`config.mk`:
```
export PLATFORM = sky130hd
export DESIGN_NAME = sa_ctrl_flat
export DESIGN_NICKNAME = d
export VERILOG_FILES = /design/src/rtl/sa_ctrl_if.sv /design/src/rtl/sa_ctrl.sv /design/src/flat_wrapper.sv
export SDC_FILE = /design/constraint.sdc
export NUM_CORES = 1
export LEC_CHECK = 0
export ABC_AREA = 1
export BUFFER_PORTS_ARGS = -buffer_cell sky130_fd_sc_hd__buf_2
export CORE_AREA = 2 2 457 459
export CTS_CLUSTER_DIAMETER = 200
export DETAILED_ROUTE_END_ITERATION = 8
export DIE_AREA = 0 0 459 461
export HOLD_SLACK_MARGIN = 0.12
export PLACE_DENSITY = 0.35
export SLEW_MARGIN = 20
export SYNTH_ARGS = -nofsm -noshare
export SYNTH_HDL_FRONTEND = slang
export SYNTH_SLANG_ARGS = --single-unit
```
`constraint.sdc`:
```
create_clock -name clk -period 29.3 [get_ports clk]
set_input_delay 5.86 -clock clk [delete_from_list [all_inputs] [get_ports clk]]
set_output_delay 5.86 -clock clk [all_outputs]
set_load 0.03 [all_outputs]
```
`src/rtl/sa_ctrl_if.sv`:
```
// Port bundle for the systolic-array sequencer: command, weight/activation
// streams, array drive and result handshake.
interface sa_ctrl_if #(
  parameter int ROWS  = 4,
  parameter int COLS  = 4,
  parameter int DW    = 8,
  parameter int LEN_W = 8
);
  logic                      start;
  logic [LEN_W-1:0]          len;
  logic                      busy;
  logic                      done;
  logic                      err_len0;
  logic                      w_valid;
  logic [ROWS*DW-1:0]        w_data;
  logic                      w_ready;
  logic                      a_valid;
  logic [ROWS*DW-1:0]        a_data;
  logic                      a_ready;
  logic                      sa_fire;
  logic [ROWS*DW-1:0]        sa_data;
  logic [ROWS*DW-1:0]        sa_weight;
  logic [ROWS*COLS*32-1:0]   sa_result;
  logic                      res_valid;
  logic [ROWS*COLS*32-1:0]   res_data;
  logic                      res_ready;

  modport slave (
    input  start, len, w_valid, w_data, a_valid, a_data, sa_result, res_ready,
    output busy, done, err_len0, w_ready, a_ready, sa_fire, sa_data, sa_weight,
           res_valid, res_data
  );

  modport master (
    output start, len, w_valid, w_data, a_valid, a_data, sa_result, res_ready,
    input  busy, done, err_len0, w_ready, a_ready, sa_fire, sa_data, sa_weight,
           res_valid, res_data
  );
endinterface

```
`src/rtl/sa_ctrl.sv`:
```
// Tile sequencer for the systolic array: loads weights, streams skewed
// activations, drains the pipeline and hands off the captured result.
//
//   state     | meaning
//   S_IDLE    | waiting for start with nonzero len
//   S_LOAD_W  | accepting COLS weight beats
//   S_STREAM  | accepting len activation beats, firing the array
//   S_DRAIN   | DRAIN cycles for the skewed tail to flush through
//   S_CAPTURE | latch the array result
//   S_OUT     | hold result until downstream accepts
module sa_ctrl #(
  parameter int ROWS  = 4,
  parameter int COLS  = 4,
  parameter int DW    = 8,
  parameter int LEN_W = 8,
  parameter int DRAIN = ROWS + COLS - 1
) (
  input  logic       clk,
  input  logic       rst_n,
  sa_ctrl_if.slave   bus
);
  localparam int WC_W = $clog2(COLS + 1);
  localparam int DC_W = $clog2(DRAIN + 1);

  typedef enum logic [2:0] {
    S_IDLE, S_LOAD_W, S_STREAM, S_DRAIN, S_CAPTURE, S_OUT
  } state_t;

  state_t                  state_q, state_d;
  logic [WC_W-1:0]         wcnt;
  logic [LEN_W-1:0]        acnt;
  logic [LEN_W-1:0]        len_q;
  logic [DC_W-1:0]         dcnt;
  logic                    w_ready_c, a_ready_c, res_valid_c, busy_c;
  logic                    w_acc, a_acc;
  logic                    sa_fire_q, done_q, err_q;
  logic [ROWS*DW-1:0]      sa_weight_q, sa_data_q;
  logic [ROWS*COLS*32-1:0] res_data_q;

  always_ff @(posedge clk or posedge rst_n) begin
    if (rst_n) state_q <= S_IDLE;
    else       state_q <= state_d;
  end

  always_comb begin
    state_d     = state_q;
    w_ready_c   = 1'b0;
    a_ready_c   = 1'b0;
    res_valid_c = 1'b0;
    busy_c      = 1'b1;
    unique case (state_q)
      S_IDLE: begin
        busy_c = 1'b0;
        if (bus.start && bus.len != '0) state_d = S_LOAD_W;
      end
      S_LOAD_W: begin
        w_ready_c = 1'b1;
        if (bus.w_valid && wcnt == WC_W'(COLS - 1)) state_d = S_STREAM;
      end
      S_STREAM: begin
        a_ready_c = 1'b1;
        if (bus.a_valid && acnt == len_q - LEN_W'(1)) state_d = S_DRAIN;
      end
      S_DRAIN: begin
        if (dcnt == '0) state_d = S_CAPTURE;
      end
      S_CAPTURE: state_d = S_OUT;
      S_OUT: begin
        res_valid_c = 1'b1;
        if (bus.res_ready) state_d = S_IDLE;
      end
      default: state_d = S_IDLE;
    endcase
  end

  assign w_acc = bus.w_valid && w_ready_c;
  assign a_acc = bus.a_valid && a_ready_c;

  // Drain timer reloads whenever outside DRAIN, so it always starts full.
  always_ff @(posedge clk or posedge rst_n) begin
    if (rst_n) begin
      wcnt        <= '0;
      acnt        <= '0;
      len_q       <= '0;
      dcnt        <= '0;
      sa_fire_q   <= 1'b0;
      sa_weight_q <= '0;
      done_q      <= 1'b0;
      err_q       <= 1'b0;
      res_data_q  <= '0;
    end else begin
      sa_fire_q   <= a_acc;
      sa_weight_q <= w_acc ? bus.w_data : '0;
      done_q      <= (state_q == S_OUT) && bus.res_ready;
      err_q       <= (state_q == S_IDLE) && bus.start && (bus.len == '0);
      if (state_q == S_IDLE && bus.start) len_q <= bus.len;
      if (state_q == S_IDLE)  wcnt <= '0;
      else if (w_acc)         wcnt <= wcnt + WC_W'(1);
      if (state_q == S_IDLE)  acnt <= '0;
      else if (a_acc)         acnt <= acnt + LEN_W'(1);
      if (state_q != S_DRAIN) dcnt <= DC_W'(DRAIN - 1);
      else                    dcnt <= dcnt - DC_W'(1);
      if (state_q == S_CAPTURE) res_data_q <= bus.sa_result;
    end
  end

  // Lane r sits behind r extra register stages so it lands r cycles after lane0.
  for (genvar r = 0; r < ROWS; r++) begin : g_lane
    logic [DW-1:0] dly [0:r];
    always_ff @(posedge clk or posedge rst_n) begin
      if (rst_n) begin
        for (int k = 0; k <= r; k++) dly[k] <= '0;
      end else begin
        dly[0] <= a_acc ? bus.a_data[DW*r +: DW] : '0;
        for (int k = 1; k <= r; k++) dly[k] <= dly[k-1];
      end
    end
    assign sa_data_q[DW*r +: DW] = dly[r];
  end

  assign bus.busy      = busy_c;
  assign bus.done      = done_q;
  assign bus.err_len0  = err_q;
  assign bus.w_ready   = w_ready_c;
  assign bus.a_ready   = a_ready_c;
  assign bus.sa_fire   = sa_fire_q;
  assign bus.sa_data   = sa_data_q;
  assign bus.sa_weight = sa_weight_q;
  assign bus.res_valid = res_valid_c;
  assign bus.res_data  = res_data_q;
endmodule

```
`src/flat_wrapper.sv`:
```
// flat-port wrapper written by rule: the top's interface ports become plain ports
module sa_ctrl_flat 
#(
  parameter int ROWS  = 4,
  parameter int COLS  = 4,
  parameter int DW    = 8,
  parameter int LEN_W = 8,
  parameter int DRAIN = ROWS + COLS - 1
)
  (clk, rst_n, bus_start, bus_len, bus_w_valid, bus_w_data, bus_a_valid, bus_a_data, bus_sa_result, bus_res_ready, bus_busy, bus_done, bus_err_len0, bus_w_ready, bus_a_ready, bus_sa_fire, bus_sa_data, bus_sa_weight, bus_res_valid, bus_res_data);
  sa_ctrl_if #(.ROWS(ROWS), .COLS(COLS), .DW(DW), .LEN_W(LEN_W)) bus_i ();
  input  logic clk;
  input  logic rst_n;
  input wire logic [$bits(bus_i.start)-1:0] bus_start;
  input wire logic [$bits(bus_i.len)-1:0] bus_len;
  input wire logic [$bits(bus_i.w_valid)-1:0] bus_w_valid;
  input wire logic [$bits(bus_i.w_data)-1:0] bus_w_data;
  input wire logic [$bits(bus_i.a_valid)-1:0] bus_a_valid;
  input wire logic [$bits(bus_i.a_data)-1:0] bus_a_data;
  input wire logic [$bits(bus_i.sa_result)-1:0] bus_sa_result;
  input wire logic [$bits(bus_i.res_ready)-1:0] bus_res_ready;
  output wire logic [$bits(bus_i.busy)-1:0] bus_busy;
  output wire logic [$bits(bus_i.done)-1:0] bus_done;
  output wire logic [$bits(bus_i.err_len0)-1:0] bus_err_len0;
  output wire logic [$bits(bus_i.w_ready)-1:0] bus_w_ready;
  output wire logic [$bits(bus_i.a_ready)-1:0] bus_a_ready;
  output wire logic [$bits(bus_i.sa_fire)-1:0] bus_sa_fire;
  output wire logic [$bits(bus_i.sa_data)-1:0] bus_sa_data;
  output wire logic [$bits(bus_i.sa_weight)-1:0] bus_sa_weight;
  output wire logic [$bits(bus_i.res_valid)-1:0] bus_res_valid;
  output wire logic [$bits(bus_i.res_data)-1:0] bus_res_data;
  assign bus_i.start = bus_start;
  assign bus_i.len = bus_len;
  assign bus_i.w_valid = bus_w_valid;
  assign bus_i.w_data = bus_w_data;
  assign bus_i.a_valid = bus_a_valid;
  assign bus_i.a_data = bus_a_data;
  assign bus_i.sa_result = bus_sa_result;
  assign bus_i.res_ready = bus_res_ready;
  assign bus_busy = bus_i.busy;
  assign bus_done = bus_i.done;
  assign bus_err_len0 = bus_i.err_len0;
  assign bus_w_ready = bus_i.w_ready;
  assign bus_a_ready = bus_i.a_ready;
  assign bus_sa_fire = bus_i.sa_fire;
  assign bus_sa_data = bus_i.sa_data;
  assign bus_sa_weight = bus_i.sa_weight;
  assign bus_res_valid = bus_i.res_valid;
  assign bus_res_data = bus_i.res_data;
  sa_ctrl #(.ROWS(ROWS), .COLS(COLS), .DW(DW), .LEN_W(LEN_W), .DRAIN(DRAIN)) u_core (.clk(clk), .rst_n(rst_n), .bus(bus_i));
endmodule
```
Word level (Yosys, flattened, before mapping)
Cells that the tools add are included.
W data, S select, Z words.
{"block": "word_totals", "ff_bits": 652, "inputBits": 590, "word_cells": 72}
{"block": "op_classes", "addsub": 4, "n_eq_ne": 13, "mux": 20, "reduce_logical": 15}
{"operator": "$mux W8", "n": 6}
{"operator": "$mux W32", "n": 1}
{"operator": "$mux W3", "n": 8}
{"operator": "$pmux W3 S6", "n": 1}
{"operator": "$eq A3 B2 Y1 const B", "n": 3}
{"operator": "$add A8 B1 Y8 const B", "n": 1}
{"operator": "$eq A8 B8 Y1", "n": 1}
{"operator": "$logic_and A1 B1 Y1", "n": 8}
{"operator": "$logic_not A8 Y1", "n": 1}
{"operator": "$ne A2 B1 Y1 const B", "n": 4}
{"operator": "$reduce_bool A8 Y1", "n": 1}
{"operator": "$sub A8 B1 Y8 const B", "n": 1}
{"operator": "$eq A3 B3 Y1 const B", "n": 2}
{"operator": "$logic_not A3 Y1", "n": 2}
{"operator": "$reduce_and A5 Y1", "n": 1}
{"operator": "$mux W1", "n": 4}
{"operator": "$reduce_bool A2 Y1", "n": 2}
{"operator": "$add A3 B1 Y3 const B", "n": 1}
{"operator": "$eq A3 B1 Y1 const B", "n": 1}
{"operator": "$ne A3 B2 Y1 const B", "n": 1}
{"operator": "$sub A3 B1 Y3 const B", "n": 1}
{"operator": "$ne A2 B2 Y1 const B", "n": 1}

Logic depth before layout (Yosys ltp)
Gate-level depths: netlist (run 1).
{"block": "logic_depth", "depth_word": 5, "mapped_depth": 13, "mapped_depth_nobuf": 13}

Worst setup path after synthesis (run 1)
OpenSTA, ideal clock, no wires.
{"block": "synth_path", "path_type": "register to output", "start": "register u_core.state_q[0]", "end": "output port bus_busy", "t_arrival_ns": 1.069, "setup_slack_ns": 22.371, "path_stages_with_launch": 4, "path_buffers": 1, "cell_sequence": "dfrtp_1 nor2_2 nand2_1 clkbuf_1"}
{"block": "synth_via", "elab_chain_cells": 2}
{"item": "from (decl)", "line": "sa_ctrl.sv:29", "text": "state_t state_q, state_d;"}
{"item": "from (signal assigned)", "line": "sa_ctrl.sv:42", "text": "else state_q <= state_d;"}
{"item": "$logic_not A3 Y1", "line": "sa_ctrl.sv:51", "text": "unique case (state_q)"}
{"item": "$mux W1", "line": "sa_ctrl.sv:51"}
{"item": "to (decl)", "line": "flat_wrapper.sv:22", "text": "output wire logic [$bits(bus_i.busy)-1:0] bus_busy;"}
No other way between the ends.

==> impl_metrics.py, run 1 <==
metrics = {
    "synth": {
        "yosys.area_share.simple": 0.03191,
        "synth_top_family_by_area": "multiplexers",
        "synthMuxAreaShare": 0.2372,
        "synth_xor_area_frac": 0.001441,
        "synth_top_area_cell": "dfrtp_1",
        "syn_nets": 2173,
        "synth_cells": 1577,
        "ys_types": 30,
        "synth_area_um2": 24310,
        "ys_seq_area_frac": 0.6712,
        "avgSynthCellArea_um2": 15.42,
        "synthTopCellsByArea": "dfrtp_1 67%, mux2_2 24%, buf_6 2.4%",
        "synth-seq-cells": 652,
        "synth_warnings": 0,
        "synth_compound_area_frac": 0.005044,
        "yosys.area_share.adder": 0.003088,
        "yosysTopAreaCellShare": 0.6712,
    },
    "cts": {
        "clk_latency_ps": 690,
        "path_clk_slew_ps": 60,
        "cts_hold_buf": 0,
        "ctsLongestPathBuffers": 3,
        "cts.sinks": 652,
        "post-cts-setup-buffers": 0,
        "htreeDepth": 3,
        "numCtsBuffers": 88,
        "tritoncts": "yes",
        "clockRootBuffer": "clkbuf_16",
        "cts_resized": 0,
    },
    "placement": {
        "dpl.hpwl_um": 94200,
        "pre_cts_slack_ps": 19780,
        "port_buffers": 1172,
        "place_congestion": 0.7744,
    },
    "global_route": {
        "gr-usage-all-layers": 0.1061,
        "overflow": 0,
        "grt_pass1_vias": 18420,
        "grt_pass1_wl_um": 155200,
        "antenna_found_initial": 79,
        "grt_max_degree": 118,
    },
    "floorplan": {
        "dieHeight_um": 461,
        "die_w_um": 459,
        "std_cell_rows": 167,
        "core_um2": 206400,
        "start_util": 0.1178,
        "dieArea_um2": 211600,
        "ios": 1173,
    },
    "sta": {
        "fin_skew_ps": 32.57,
        "timing.setup.tns_ps": 0,
        "whs_ps": 339.2,
        "slew_violations": 0,
        "maxClockFrequency_mhz": 116.9,
        "worst_pin_slew_ps": 1055,
        "fin_ws_ps": 20740,
        "hold_violations": 0,
        "maxSlewHeadroom": 0.2967,
        "grt_setup_unrepaired": "false",
        "setup_viol": 0,
        "period_share": 0.2921,
        "layout_min_cycle_time_ps": 8557,
    },
    "setup_path": {
        "worstPathMaxFanout": 69,
        "required_ps": 29960,
        "worstSetupPathType": "input port to async pin",
        "end_kind": "async pin",
        "startpoint_type": "input port",
        "arrival_ps": 9220,
    },
    "layout": {
        "layout_common_cells": "1172 x buf_2, 652 x dfrtp_1, 512 x mux2_2",
        "post-route-util": 0.1742,
        "fin_nets": 3366,
        "fillers": 23060,
        "synthToLayoutAreaGrowth_pct": 47.92,
        "layout_commonest_cell": "buf_2",
        "drive_gt1_frac": 0.6515,
    },
    "run_status": {
        "outcome": "completed",
    },
    "routing": {
        "routed_wl_um": 116200,
        "drtIter0Drc": 660,
        "ant_nets": 0,
        "viasPerCell": 3.097,
        "drt_pass1_iterations": 4,
        "wire_per_inst_um": 20.88,
        "drc": 0,
        "num_vias": 17240,
    },
    "worst_hold_path": {
        "hold_class": "flop to flop",
    },
    "power_and_ir_drop": {
        "p_total_mw": 4.568,
        "vdd_drop_max_mv": 0.06616,
        "p_per_area_nw_per_um2": 127.0,
        "power.leakage_nw": 17.34,
    },
    "flow_run": {
        "cap_violations": 0,
    },
}
-- where the power goes --
group          total, mW  leakage [nW]  switching (mW)  internal, mW
combinational       1.94          8.03            1.34         0.606
clock               1.11          1.44           0.453         0.661
sequential          1.51          7.87           0.214          1.30
total               4.57          17.3            2.00          2.56
-- cells in the mapped netlist --
master / count
o21ai_1: 2
buf_4: 24
xor2_1: 1
nor3_2: 1
o211ai_1: 1
xnor2_1: 3
nand3_2: 1
buf_2: 5
mux2_2: 512
nor2_4: 1
nand4_1: 2
nor3_4: 1
clkbuf_1: 7
buf_6: 52
nand2_2: 1
nor2_2: 1
clkinv_2: 1
inv_1: 105
ha_1: 6
nand2_1: 57
a21oi_1: 6
nor2_1: 93
inv_2: 1
dfrtp_1: 652
o21ai_0: 15
nor3b_1: 1
or2_2: 1
nand2_4: 1
nor3_1: 3
nand3_1: 20
-- per-stage QoR --
step | cell area, µm² | std cells
after floorplan | 24310 | 1577
after global placement | 32920 | 5384
after detailed placement | 32920 | 5384
after CTS | 35910 | 5545
after global routing | 35920 | 5551
final | 35960 | 5566
-- worst max-delay path: stages --
cell and delay (ps):
buf_2 130, inv_8 290, buf_4 600, buf_4 670
buf_4 600, buf_4 830
-- state kept, by name, indices dropped and copies added (netlist names) --
register,cells
u_core.bus.done,1
u_core.dcnt,3
u_core.len_q,8
u_core.acnt,8
u_core.bus.sa_data,24
u_core.wcnt,3
u_core.bus.sa_weight,32
u_core.bus.sa_fire,1
u_core.bus.res_data,512
u_core.bus.err_len0,1
u_core.g_lane.dly,56
u_core.state_q,3
-- area by class of cell --
cell class	count	area [µm²]	area share
Multi-Input combinational cell	730	6788	0.1888
Clock inverter	31	437.9	0.01218
Antenna cell	21	52.55	0.001461
Clock buffer	130	2551	0.07095
Tap cell	2704	3383	0.09408
Timing Repair Buffer	1191	6021	0.1674
Sequential cell	652	16320	0.4537
Inverter	107	410.4	0.01141
-- final timing paths --
kind                                                              to                               start  slack, ps  cells past startpoint
max in group clk                                            bus_busy       u_core.state_q[0]$_DFFE_PP0P_      21330                      3
min in group asynchronous          u_core.g_lane[0].dly[0]$_DFF_PP0_                               rst_n       5140                      2
worst max register to register  u_core.bus.res_data[404]$_DFFE_PP0P_       u_core.state_q[0]$_DFFE_PP0P_      25050                      6
worst max-delay path            u_core.bus.res_data[105]$_DFFE_PP0P_                               rst_n      20740                      6
worst min-delay path                u_core.bus.sa_data[26]$_DFF_PP0_  u_core.g_lane[3].dly[10]$_DFF_PP0_        340                      0
worst min register to register      u_core.bus.sa_data[26]$_DFF_PP0_  u_core.g_lane[3].dly[10]$_DFF_PP0_        340                      0
-- metal layers --
metal / share of wire / GRT usage / vias up
met5: 0.0036 / 0 / -
met4: 0.036 / 0.03654 / 66
met3: 0.15 / 0.07127 / 229
met2: 0.47 / 0.1759 / 886
met1: 0.34 / 0.1058 / 8355
li1: - / - / 7703
-- kinds of logic (layout without fill, tap and decap cells) --
| kind of cell | Yosys count | in the layout |
|---|---|---|
| AO/OA/AOI/OAI | 24 | 24 |
| XOR/XNOR | 4 | 4 |
| adder cells (fa/ha/maj) | 6 | 6 |
| buffers and inverters | 195 | 1459 |
| flip-flops | 652 | 652 |
| multiplexers | 512 | 512 |
| other | 0 | 21 |
| AND/OR/NAND/NOR | 184 | 184 |
Power figures use the tool's default switching activity.
==> run 2, diff against run 1 <==
ABC_AREA = 0   (was 1)
CORE_AREA = 2 2 454 456   (was 2 2 457 459)
DIE_AREA = 0 0 456 458   (was 0 0 459 461)
clock period = 8.5 ns   (was 29.3 ns; I/O delays follow)
==> impl_metrics.py, run 2 <==
metrics = {
    "placement": {
        "port_buffers": 1172,
        "place_area_um2": 32710,
        "place_congestion": 0.9118,
        "dp_cells": 5222,
        "dpl.hpwl_um": 102200,
    },
    "worst_hold_path": {
        "hold_class": "flop to flop",
    },
    "setup_path": {
        "required_ps": 6800,
        "worstSetupPathType": "flop to output pin",
        "worstPathMaxFanout": 14,
        "startpoint_type": "flop",
        "arrival_ps": 2300,
        "end_kind": "output pin",
    },
    "synth": {
        "ys_types": 41,
        "synth_enable_flop_cells": 0,
        "async_flop_share": 1.000,
        "synthTopCellsByCount": "652 x dfrtp_1, 381 x mux2_2, 137 x mux2_1, 70 x buf_4, 36 x and2_1",
        "synth_top_area_cell": "dfrtp_1",
        "synthTopCellsByArea": "dfrtp_1 68%, mux2_2 18%, mux2_1 6.4%",
        "ys_seq_area_frac": 0.6806,
        "synth_cells": 1442,
        "synth_area_um2": 23970,
        "syn_nets": 2038,
        "synth-seq-cells": 652,
        "avgSynthCellArea_um2": 16.62,
        "synth_ff_type": "dfrtp_1",
        "synth_most_common_cell": "dfrtp_1",
        "synth_warnings": 0,
        "yosysTopAreaCellShare": 0.6806,
    },
    "global_route": {
        "gr-usage-all-layers": 0.1169,
        "overflow": 0,
        "grt_pass1_vias": 17910,
        "antenna_found_initial": 117,
        "grt_max_degree": 151,
        "grt_pass1_wl_um": 166700,
    },
    "sta": {
        "period_share": 0.4709,
        "grt_setup_unrepaired": "false",
        "fin_skew_ps": 29.84,
        "hold_violations": 0,
        "worst_pin_slew_ps": 1049,
        "slew_violations": 0,
        "maxClockFrequency_mhz": 249.8,
        "whs_ps": 327.9,
        "maxSlewHeadroom": 0.3007,
        "layout_min_cycle_time_ps": 4003,
        "setup_viol": 0,
    },
    "power_and_ir_drop": {
        "power.leakage_nw": 19.74,
        "p_total_mw": 7.904,
        "p_per_area_nw_per_um2": 220.7,
        "vdd_drop_max_mv": 0.1551,
    },
    "layout": {
        "layout_common_cells": "1172 x buf_2, 652 x dfrtp_1, 381 x mux2_2",
        "fin_cells": 5410,
        "fin_area_um2": 35820,
        "multi_input_area_um2": 6924,
        "drive_gt1_frac": 0.6352,
        "fin_nets": 3219,
        "fillers": 22610,
        "largest_reg_flops": 512,
        "layout_commonest_cell": "buf_2",
        "register_area_um2": 16320,
        "synthToLayoutAreaGrowth_pct": 49.43,
    },
    "cts": {
        "numCtsBuffers": 87,
        "ctsLongestPathBuffers": 3,
        "cts.sinks": 652,
        "htreeDepth": 3,
        "tritoncts": "yes",
        "post-cts-setup-buffers": 0,
        "clk_latency_ps": 720,
        "cts_resized": 0,
        "clockRootBuffer": "clkbuf_16",
        "path_clk_slew_ps": 60,
        "cts_hold_buf": 0,
    },
    "floorplan": {
        "std_cell_rows": 166,
        "core_um2": 203800,
        "ios": 1173,
        "start_util": 0.1177,
        "dieHeight_um": 458,
        "dieArea_um2": 208800,
        "die_w_um": 456,
    },
    "run_status": {
        "outcome": "completed",
    },
    "routing": {
        "ant_nets": 0,
        "routed_wl_um": 125500,
        "viasPerCell": 3.174,
        "drc": 0,
        "drtIter0Drc": 800,
        "num_vias": 17170,
        "drt_pass1_iterations": 4,
        "wire_per_inst_um": 23.19,
    },
    "flow_run": {
        "cap_violations": 0,
    },
}
## run 2: changes by cell type after synthesis, sizes merged, moves of 4 or more
cell,change
and2,+36
and3,+35
buf,+6
inv,-95
mux2,+6
nand2,-48
nand3,-14
nor2,-81
o21ai,-11
xnor2,+4
xor2,+6
## run 2: critical path: stages, from the launching register on
cell and delay [ps]:
dfrtp_1 530, nor3_2 620, inv_1 190, buf_2 240
## run 2: final timing paths
path / startpoint / to / slack, ps / cells past startpoint
worst max-delay path: u_core.state_q[2]$_DFFE_PP0P_ / bus_busy / 4500 / 3
worst min-delay path: u_core.g_lane[3].dly[11]$_DFF_PP0_ / u_core.bus.sa_data[27]$_DFF_PP0_ / 330 / 0
worst max register to register: u_core.state_q[0]$_DFFE_PP0P_ / u_core.bus.res_data[280]$_DFFE_PP0P_ / 5050 / 5
min in group asynchronous: rst_n / u_core.bus.res_data[500]$_DFFE_PP0P_ / 1060 / 2
worst min register to register: u_core.g_lane[3].dly[11]$_DFF_PP0_ / u_core.bus.sa_data[27]$_DFF_PP0_ / 330 / 0
max in group asynchronous: rst_n / u_core.bus.res_data[505]$_DFFE_PP0P_ / 5670 / 4
## run 2: stage by stage
stage | setup slack (ps) | setup TNS, ps | utilization
final | 4497 | 0 | 0.1758
after global routing | 4235 | 0 | 0.1755
after CTS | 4337 | 0 | 0.1754
after detailed placement | 4811 | 0 | 0.1606
after global placement | 4818 | 0 | 0.1606
after floorplan | -2111 | -1376100 | -
## run 2: cell type report
type | instances | area share
sequential | 652 | 0.4555
multi-input combinational | 684 | 0.1933
timing repair buffer | 1187 | 0.1693
tap | 2688 | 0.09389
clock buffer | 121 | 0.06769
clock inverter | 34 | 0.01677
antenna | 33 | 0.002305
inverter | 11 | 0.001257
## run 2: kinds of logic after synthesis
group | synth area share
mux | 0.2437
simple gates | 0.03116
fa+ha+maj | 0.003131
compound gates | 0.005481
xor+xnor | 0.005115
buf+inv | 0.03079
flops | 0.6806
## run 2: metal layers
| layer | track usage | up-vias | wire [µm] |
|---|---|---|---|
| met5 | 0 | - | 440 |
| met1 | 0.1399 | 8722 | 50270 |
| li1 | - | 7436 | - |
| met3 | 0.04621 | 227 | 11650 |
| met4 | 0.02877 | 70 | 2678 |
| met2 | 0.1949 | 719 | 60440 |
## run 2: report_power, final
| group | total [mW] | leakage, nW | internal [mW] | switching [mW] |
|---|---|---|---|---|
| Combinational | 0.691 | 9.21 | 0.244 | 0.447 |
| Sequential | 3.26 | 9.06 | 3.20 | 0.0659 |
| Clock | 3.95 | 1.46 | 2.37 | 1.58 |
| Total | 7.90 | 19.7 | 5.81 | 2.09 |
==> run 3, diff against run 2 <==
clock period = 4.15 ns   (was 8.5 ns; I/O delays follow)
==> impl_metrics.py, run 3 (same netlist as run 2, synthesis figures left out) <==
metrics = {
    "sta": {
        "fin_skew_ps": 24.13,
        "maxSlewHeadroom": 0.5305,
        "fin_ws_ps": 1041,
        "layout_min_cycle_time_ps": 3109,
        "worst_pin_slew_ps": 700.4,
        "slew_violations": 0,
        "maxClockFrequency_mhz": 321.6,
        "hold_violations": 0,
        "grt_setup_unrepaired": "false",
        "period_share": 0.7492,
        "setup_viol": 0,
    },
    "power_and_ir_drop": {
        "seq_power_share": 0.416,
        "power.leakage_nw": 19.90,
        "p_int_mw": 11.76,
        "vdd_drop_max_mv": 0.2908,
        "p_comb_frac": 0.090,
        "p_total_mw": 16.05,
        "switching_power_mw": 4.294,
        "power.clock.fraction": 0.494,
        "p_per_area_nw_per_um2": 444.9,
        "sw_frac_of_total": 0.2674,
    },
    "placement": {
        "pre_cts_slack_ps": 1700,
        "port_buffers": 1172,
        "place_congestion": 0.8737,
        "dpl.hpwl_um": 104100,
    },
    "worst_hold_path": {
        "holdPathEnd": "u_core.bus.res_data[162]$_DFFE_PP0P_",
        "hold_path_depth": 2,
        "hold_class": "input port to flop",
        "worstHoldStart": "bus_sa_result[162]",
    },
    "layout": {
        "largest_reg_flops": 512,
        "layout_common_cells": "1172 x buf_2, 652 x dfrtp_1, 381 x mux2_2",
        "layout_commonest_cell": "buf_2",
        "synthToLayoutAreaGrowth_pct": 50.51,
        "drive_gt1_frac": 0.6397,
        "post-route-util": 0.1771,
        "fin_nets": 3243,
    },
    "setup_path": {
        "worst_r2r_startpoint": "u_core.state_q[0]$_DFFE_PP0P_",
        "crit_slowest_cell": "nor3_2",
        "rrSetupSlack_ps": 1720,
        "end_kind": "output pin",
        "cp_cell_sequence": "nor3_2 > inv_1 > buf_2",
        "arrival_ps": 2280,
        "required_ps": 3320,
        "cpPeakStageDelay_ps": 600,
        "reg2reg_to": "u_core.bus.res_data[281]$_DFFE_PP0P_",
        "startpoint_type": "flop",
        "worstPathMaxFanout": 14,
        "worstSetupPathType": "flop to output pin",
        "ff2ff_path_depth": 5,
    },
    "cts": {
        "tritoncts": "yes",
        "cts_resized": 0,
        "clk_latency_ps": 700,
        "clockRootBuffer": "clkbuf_16",
        "ctsLongestPathBuffers": 3,
        "numCtsBuffers": 87,
        "path_clk_slew_ps": 60,
        "htreeDepth": 3,
        "cts.sinks": 652,
    },
    "floorplan": {
        "ios": 1173,
        "die_w_um": 456,
        "dieArea_um2": 208800,
        "start_util": 0.1177,
        "core_um2": 203800,
        "dieHeight_um": 458,
        "std_cell_rows": 166,
    },
    "flow_run": {
        "cap_violations": 0,
    },
    "routing": {
        "routed_wl_um": 125700,
        "wire_per_inst_um": 23.11,
        "drt_pass1_iterations": 4,
        "viasPerCell": 3.174,
        "drc": 0,
        "num_vias": 17260,
        "drtIter0Drc": 780,
        "ant_nets": 0,
    },
    "global_route": {
        "grt_pass1_wl_um": 167700,
        "gr-usage-all-layers": 0.1175,
        "grt_max_degree": 89,
        "grt_pass1_vias": 18100,
        "overflow": 0,
        "antenna_found_initial": 129,
    },
    "run_status": {
        "outcome": "completed",
    },
}
## run 3: cell types whose count changed in the layout (fill, tap and decap cells not counted), sizes merged
cell	change
diode	-2
clkinv	+4
dlygate4sd3	+1
buf	+23
inv	-1
bufinv	-7
clkbuf	+11
## run 3: routing by layer
layer	global-route usage	wire, µm	up-vias
met5	0	471	-
met4	0.03713	3237	72
met3	0.04293	9761	271
met2	0.1945	60530	741
met1	0.1409	51670	8699
li1	-	-	7479
## run 3: final cells by class
cell class / count / area, µm²
antenna: 31 / 77.57
clock buffer: 132 / 2619
clock inverter: 30 / 401.6
fill: 22530 / 167700
inverter: 11 / 45.04
multi-input combinational: 684 / 6924
sequential: 652 / 16320
tap: 2688 / 3363
timing repair buffer: 1211 / 6336
## run 3: what timing repair did
item,in CTS,in global routing
buffers inserted,0,0
hold buffers,1,0
endpoints found under the hold margin,7,0
## run 3: worst max-delay path by stage
stage / slack [ps] / to / startpoint
3_5_place_dp: 1700 / u_core.bus.res_data[277]$_DFFE_PP0P_ / u_core.state_q[0]$_DFFE_PP0P_
6_report: 1040 / bus_busy / u_core.state_q[2]$_DFFE_PP0P_
2_1_floorplan: -5590 / u_core.acnt[0]$_DFFE_PP0P_ / rst_n
5_1_grt: 730 / bus_busy / u_core.state_q[2]$_DFFE_PP0P_
3_3_place_gp: 1710 / u_core.bus.res_data[265]$_DFFE_PP0P_ / u_core.state_q[0]$_DFFE_PP0P_
4_1_cts: 880 / bus_busy / u_core.state_q[2]$_DFFE_PP0P_
## run 3: worst max-delay path, delay by kind of cell (launching register included)
family                 cells  cell delay, ps
DFF                        1             530
and+or+nand+nor            1             600
buffers and inverters      2             440
## run 3: per-stage QoR
step | hold WS [ps] | std cells | setup TNS [ps] | cell area, µm²
finish | 322.6 | 5439 | 0 | 36080
global route | 252.7 | 5420 | 0 | 36030
CTS | 203.8 | 5408 | 0 | 36000
detailed placement | 334.7 | 5245 | 0 | 32970
global placement | 331.3 | 5245 | 0 | 32970
floorplan | 331.2 | 1442 | -3645060 | 23980
## run 3: power groups by stage
stage / clock network [mW] / registers [mW] / logic, mW
2_1_floorplan: 0 / 6.89 / 0.603
3_3_place_gp: 0 / 6.79 / 1.49
3_5_place_dp: 0 / 6.79 / 1.48
4_1_cts: 8.28 / 6.68 / 1.49
5_1_grt: 8.51 / 6.70 / 1.60
6_report: 7.93 / 6.68 / 1.45
